==> src/rtl/slot_alloc_pkg.sv <==
// Shared definitions for the slot allocator.
//   mode_e   : search mode (fixed priority or round-robin)
//   popcount : number of set bits in a vector of up to 256 bits
package slot_alloc_pkg;

  typedef enum logic {
    MODE_FIXED = 1'b0,
    MODE_RR    = 1'b1
  } mode_e;

  function automatic int popcount(input logic [255:0] v);
    int c;
    c = 0;
    for (int i = 0; i < 256; i++) begin
      if (v[i]) c++;
    end
    return c;
  endfunction

endpackage

==> src/rtl/slot_alloc_find.sv <==
// first_zero_find: combinational search for the first zero bit of vec_i.
// The search starts at start_i and walks ascending (LSB_FIRST=1) or
// descending (LSB_FIRST=0), wrapping modulo N.
//   vec_i    : N-bit vector to search
//   start_i  : first position examined (must be < N)
//   found_o  : a zero bit exists
//   idx_o    : binary index of that zero (0 when none)
//   onehot_o : one-hot of that zero (all zero when none)
module first_zero_find #(
  parameter int N         = 8,
  parameter bit LSB_FIRST = 1'b1,
  localparam int IW       = $clog2(N)
) (
  input  logic [N-1:0]  vec_i,
  input  logic [IW-1:0] start_i,
  output logic          found_o,
  output logic [IW-1:0] idx_o,
  output logic [N-1:0]  onehot_o
);

  always_comb begin
    int p;
    logic [IW-1:0] pos;
    found_o  = 1'b0;
    idx_o    = '0;
    onehot_o = '0;
    p        = 0;
    pos      = '0;
    for (int k = 0; k < N; k++) begin
      // Wrapped position of the k-th candidate in the search direction.
      if (LSB_FIRST) begin
        p = int'(start_i) + k;
        if (p >= N) p = p - N;
      end else begin
        p = int'(start_i) - k;
        if (p < 0) p = p + N;
      end
      pos = p[IW-1:0];
      if (!found_o && !vec_i[pos]) begin
        found_o       = 1'b1;
        idx_o         = pos;
        onehot_o[pos] = 1'b1;
      end
    end
  end

endmodule

==> src/rtl/slot_alloc.sv <==
// slot_alloc: sequential free-slot allocator for a pool of N entries.
// Offers the first free slot over a valid/ready port; slots come back
// through the free port. Every output is a function of registers only.
//   clk_i, rst_ni           : clock, asynchronous active-low reset
//   alloc_valid_o/ready_i   : allocate handshake
//   alloc_idx_o/onehot_o    : offered slot (zero when nothing offered)
//   free_valid_i/free_idx_i : return a slot
//   occ_o                   : occupancy bitmap (1 = allocated)
//   free_cnt_o, full_o      : free slot count, pool exhausted
//   err_o                   : one-cycle pulse per illegal free
module slot_alloc
  import slot_alloc_pkg::*;
#(
  parameter int N         = 8,
  parameter bit LSB_FIRST = 1'b1,
  parameter int MODE      = 0,
  localparam int IW       = $clog2(N),
  localparam int CW       = $clog2(N + 1)
) (
  input  logic          clk_i,
  input  logic          rst_ni,
  output logic          alloc_valid_o,
  input  logic          alloc_ready_i,
  output logic [IW-1:0] alloc_idx_o,
  output logic [N-1:0]  alloc_onehot_o,
  input  logic          free_valid_i,
  input  logic [IW-1:0] free_idx_i,
  output logic [N-1:0]  occ_o,
  output logic [CW-1:0] free_cnt_o,
  output logic          full_o,
  output logic          err_o
);

  localparam bit            RR      = (MODE == int'(MODE_RR));
  localparam logic [IW-1:0] LAST    = IW'(N - 1);
  localparam logic [IW-1:0] RST_PTR = LSB_FIRST ? '0 : LAST;
  localparam logic [IW:0]   N_EXT   = (IW + 1)'(N);

  logic [N-1:0]  occ_q, occ_d;
  logic [IW-1:0] ptr_q, ptr_d;
  logic [CW-1:0] cnt_q, cnt_d;
  logic          err_q, err_d;

  logic          fz_found;
  logic [IW-1:0] fz_idx;
  logic [N-1:0]  fz_onehot;
  logic [IW-1:0] search_start;
  logic          alloc_fire;
  logic          free_legal;

  // Fixed priority always searches from the end the direction starts at.
  assign search_start = RR ? ptr_q : RST_PTR;

  first_zero_find #(
    .N         (N),
    .LSB_FIRST (LSB_FIRST)
  ) u_find (
    .vec_i    (occ_q),
    .start_i  (search_start),
    .found_o  (fz_found),
    .idx_o    (fz_idx),
    .onehot_o (fz_onehot)
  );

  assign alloc_valid_o  = ~&occ_q;
  assign alloc_idx_o    = (alloc_valid_o && fz_found) ? fz_idx : '0;
  assign alloc_onehot_o = alloc_valid_o ? fz_onehot : '0;
  assign occ_o          = occ_q;
  assign free_cnt_o     = cnt_q;
  assign full_o         = (cnt_q == '0);
  assign err_o          = err_q;

  assign alloc_fire = alloc_valid_o && alloc_ready_i;
  // Out-of-range index is rejected before the bitmap is looked at.
  assign free_legal = free_valid_i && ({1'b0, free_idx_i} < N_EXT) && occ_q[free_idx_i];

  always_comb begin
    occ_d = occ_q;
    ptr_d = ptr_q;
    cnt_d = cnt_q;
    err_d = free_valid_i && !free_legal;
    // The offered slot is free in occ_q, so it never collides with a legal free.
    if (alloc_fire) occ_d = occ_d | alloc_onehot_o;
    if (free_legal) occ_d[free_idx_i] = 1'b0;
    if (alloc_fire && !free_legal) cnt_d = cnt_q - CW'(1);
    if (!alloc_fire && free_legal) cnt_d = cnt_q + CW'(1);
    if (RR && alloc_fire) begin
      if (LSB_FIRST) ptr_d = (alloc_idx_o == LAST) ? '0 : alloc_idx_o + IW'(1);
      else           ptr_d = (alloc_idx_o == '0) ? LAST : alloc_idx_o - IW'(1);
    end
  end

  always_ff @(posedge clk_i or negedge rst_ni) begin
    if (!rst_ni) begin
      occ_q <= '0;
      ptr_q <= RST_PTR;
      cnt_q <= CW'(N);
      err_q <= 1'b0;
    end else begin
      occ_q <= occ_d;
      ptr_q <= ptr_d;
      cnt_q <= cnt_d;
      err_q <= err_d;
    end
  end

  a_cnt_range : assert property (@(posedge clk_i) disable iff (!rst_ni)
    int'(cnt_q) <= N);
  a_cnt_pop : assert property (@(posedge clk_i) disable iff (!rst_ni)
    int'(cnt_q) == N - popcount(256'(occ_q)));

endmodule

==> config.mk <==
export PLATFORM = sky130hd
export DESIGN_NAME = slot_alloc
export DESIGN_NICKNAME = d
export VERILOG_FILES = /design/src/rtl/slot_alloc_pkg.sv /design/src/rtl/slot_alloc_find.sv /design/src/rtl/slot_alloc.sv
export SDC_FILE = /design/constraint.sdc
export NUM_CORES = 1
export LEC_CHECK = 0
export BUFFER_PORTS_ARGS = -buffer_cell sky130_fd_sc_hd__buf_2
export CORE_MARGIN = 4
export CORE_UTILIZATION = 30
export CTS_CLUSTER_SIZE = 10
export DETAILED_ROUTE_END_ITERATION = 8
export GPL_TIMING_DRIVEN = 0
export REMOVE_ABC_BUFFERS = 1
export SYNTH_ARGS = -nofsm -noshare
export SYNTH_HDL_FRONTEND = slang
export SYNTH_SLANG_ARGS = --single-unit
==> constraint.sdc <==
create_clock -name clk_i -period 2.8 [get_ports clk_i]
set_input_delay 0.56 -clock clk_i [delete_from_list [all_inputs] [get_ports clk_i]]
set_output_delay 0.56 -clock clk_i [all_outputs]
set_load 0.01 [all_outputs]
==> results.md <==
- Most common cell after layout, fill and taps aside: buf_2
- Final hold vios: 0
- Post-Syn Area: 860 sq um
- Routed len/inst: 13.7 um
- Iteration-0 DRC Markers: 25
- Max_cap viols: 0
- Net count, final: 135
- Post-route ant nets: 0
- Worst-path clk slew: 0.08 ns
- Gp weighted congestion: 0.772
- Layout area overhead: 21.5%
- Setup Viol. Count Final: 0
- PnR worst setup slack: 0.247 ns
- Crit path from: free_idx_i[1]
- Ys Warns: 0
- Pre-CTS WS: -0.0303 ns
- RSZ-0062 raised after global routing: false
- Status: completed
- Vias: 814
- H-tree Lvls: 1
- Unique masters post-synth: 34
- Clk_lat worst skew: 0.27 ns
- DR DRC count: 0
- CTS Buf Count: 3
- Post-Syn Instances: 95
- Drt pass-1 iters: 4
- IO buf count: 32
- Largest net degree at the start of global routing: 14
- Die area: 3790 sq um
- Initial Utilization: 0.312
- Most frequent cells in the layout: buf_2 (32), nand2_1 (9), dfrtp_1 (8), nor2_1 (6), o21ai_0 (6)
- Critical path arrival: 2.74 ns
- Antenna diodes: 0
- Die height: 61.5 um
- CTS tree: yes
- CP max FO: 7
- Placed insts: 150
- Synth Register Bits: 13
- Final period utilization: 0.912
- Antenna violations before repair: 0
- Clock Path Buffers: 2
- Core Util, Final: 0.379
- Worst hold slack: 0.166 ns
- First-pass GRT wire length: 3750 um
- # IOs: 33
- Core Region: 2760 sq um
- Vias in the first global route: 853
- Hold-fix buffers, CTS: 0
- Reg-to-reg startpoint: occ_o[1]
- Overall Global Routing Usage: 0.132
- Site row count: 19
- Via/cell ratio: 5.29
- CP required: 2.99 ns
- Worst Tran Pin Value: 0.387 ns
- Clock root cell: clkbuf_4
- Register area share after synthesis: 0.380
- Critical path cell sequence: buf_2, mux4_2, a211oi_2, nor2b_1, ha_1, inv_1, ha_1, a21oi_1, a21oi_1, o21bai_1, xnor2_1
- Post-CTS setup buffer count: 0
- Sum of routed wire length over all layers: 2110 um
- CP Class: input port to flop
- Leakage power: 0.000504 uW
- Max incr delay on CP: 0.52 ns
- Clk_skew: 0.00780 ns
- Slew Viols, Final: 0
- Slowest cell on crit path: mux4_2
- Final cell count without fillers: 154
- Min Clock Period, post-route: 2.55 ns
- GRT Residual Overflow: 0
- Max-slew headroom: 0.740
- PwrDens: 946 nW/um^2
- Crit path capture type: flop
- Max IR drop VDD: 0.490 mV
- Post-DP HPWL: 1600 um
- Fmax: 392 MHz
- Hold Path Class: input port to async pin
- Sink Count: 13
- Crit path launch type: input port
- Synthesized area per cell: 9.05 sq um
- Die width: 61.5 um
- Share of layout cells above drive strength 1: 0.358
-- logic make-up (layout without fill, tap and decap cells) --
group           count (synthesis)  in the layout  share of synthesized area
mux                             4              4                     0.0626
buf+inv                        13             41                     0.0757
compound gates                 26             26                      0.199
flops                          13             13                      0.380
fa+ha+maj                       4              4                     0.0670
simple gates                   32             32                      0.185
xor+xnor                        3              3                     0.0306
-- final cells by class --
type / instances / area [sq um]
Sequential cell: 13 / 332
Tap cell: 31 / 38.8
Multi-Input combinational cell: 69 / 469
Fill cell: 296 / 1710
Timing Repair Buffer: 32 / 160
Clock buffer: 4 / 26.3
Inverter: 5 / 18.8
-- worst max-delay path, delay by kind of cell --
| kind | cells | cell delay (ns) |
|---|---|---|
| AOI/OAI and AO/OA | 4 | 0.68 |
| muxes | 1 | 0.52 |
| adders and majority gates | 2 | 0.46 |
| buffers and inverters | 2 | 0.29 |
| xor gates and xnor gates | 1 | 0.13 |
| and+or+nand+nor | 1 | 0.07 |
-- flip-flops by register name (all words and copies together) (netlist names) --
register / count
err_o: 1
free_cnt_o: 4
occ_o: 8
-- synthesized netlist by cell type (all sizes together) --
cell type | n | area, sq um
a211oi | 1 | 12.5
a21o | 2 | 15.0
a21oi | 5 | 25.0
a31oi | 3 | 18.8
a41oi | 4 | 35.0
and2 | 2 | 12.5
and3 | 1 | 6.26
and4 | 1 | 8.76
buf | 3 | 23.8
clkbuf | 5 | 22.5
dfrtp | 12 | 300
dfstp | 1 | 26.3
fa | 1 | 20.0
ha | 3 | 37.5
inv | 5 | 18.8
mux2 | 1 | 11.3
mux2i | 2 | 20.0
mux4 | 1 | 22.5
nand2 | 9 | 33.8
nand2b | 1 | 6.26
nand3 | 4 | 20.0
nor2 | 6 | 22.5
nor2b | 4 | 25.0
nor3 | 2 | 10.0
nor3b | 1 | 7.51
nor4 | 1 | 6.26
o21a | 1 | 7.51
o21ai | 7 | 35.0
o21bai | 1 | 7.51
o31ai | 2 | 15.0
xnor2 | 3 | 26.3
-- per-layer routing --
metal,GRT usage,vias up,part of all wire
met2,0.193,35,0.41
met3,0.0461,2,0.086
met1,0.184,383,0.49
li1,-,394,-
met4,0.0364,0,0.0062
met5,0,-,0
-- path summary, 6_finish.rpt --
kind | to | slack, ns | depth (start not counted)
max | free_cnt_o[3] | 0.25 | 11
min | free_cnt_o[1] | 0.17 | 1
max reg2reg | free_cnt_o[3] | 0.27 | 10
min reg2reg | free_cnt_o[3] | 0.50 | 1
max in group asynchronous | free_cnt_o[3] | 2.34 | 1
min in group clk_i | free_cnt_o[3] | 0.50 | 1
-- stage by stage --
stage	power, uW	TNS (ns)	instance area, sq um
2_1_floorplan	682	0	813
3_3_place_gp	869	0	1010
3_5_place_dp	882	-0.0303	1010
4_1_cts	1000	0	1040
5_1_grt	1100	0	1040
6_report	988	0	1040
-- report_power, final --
part	total (uW)	switching, uW	leakage, uW	internal, uW
Sequential	374	111	0.000140	262
Combinational	504	259	0.000349	245
Clock	111	55.6	0.0000150	55.0
Total	988	426	0.000504	562
-- what timing repair did --
item | in CTS | in global routing
hold endpoints to repair | 0 | 0
resized for setup | 0 | 6
setup endpoints to repair | 0 | 1
(Power assumes the default switching activity.)
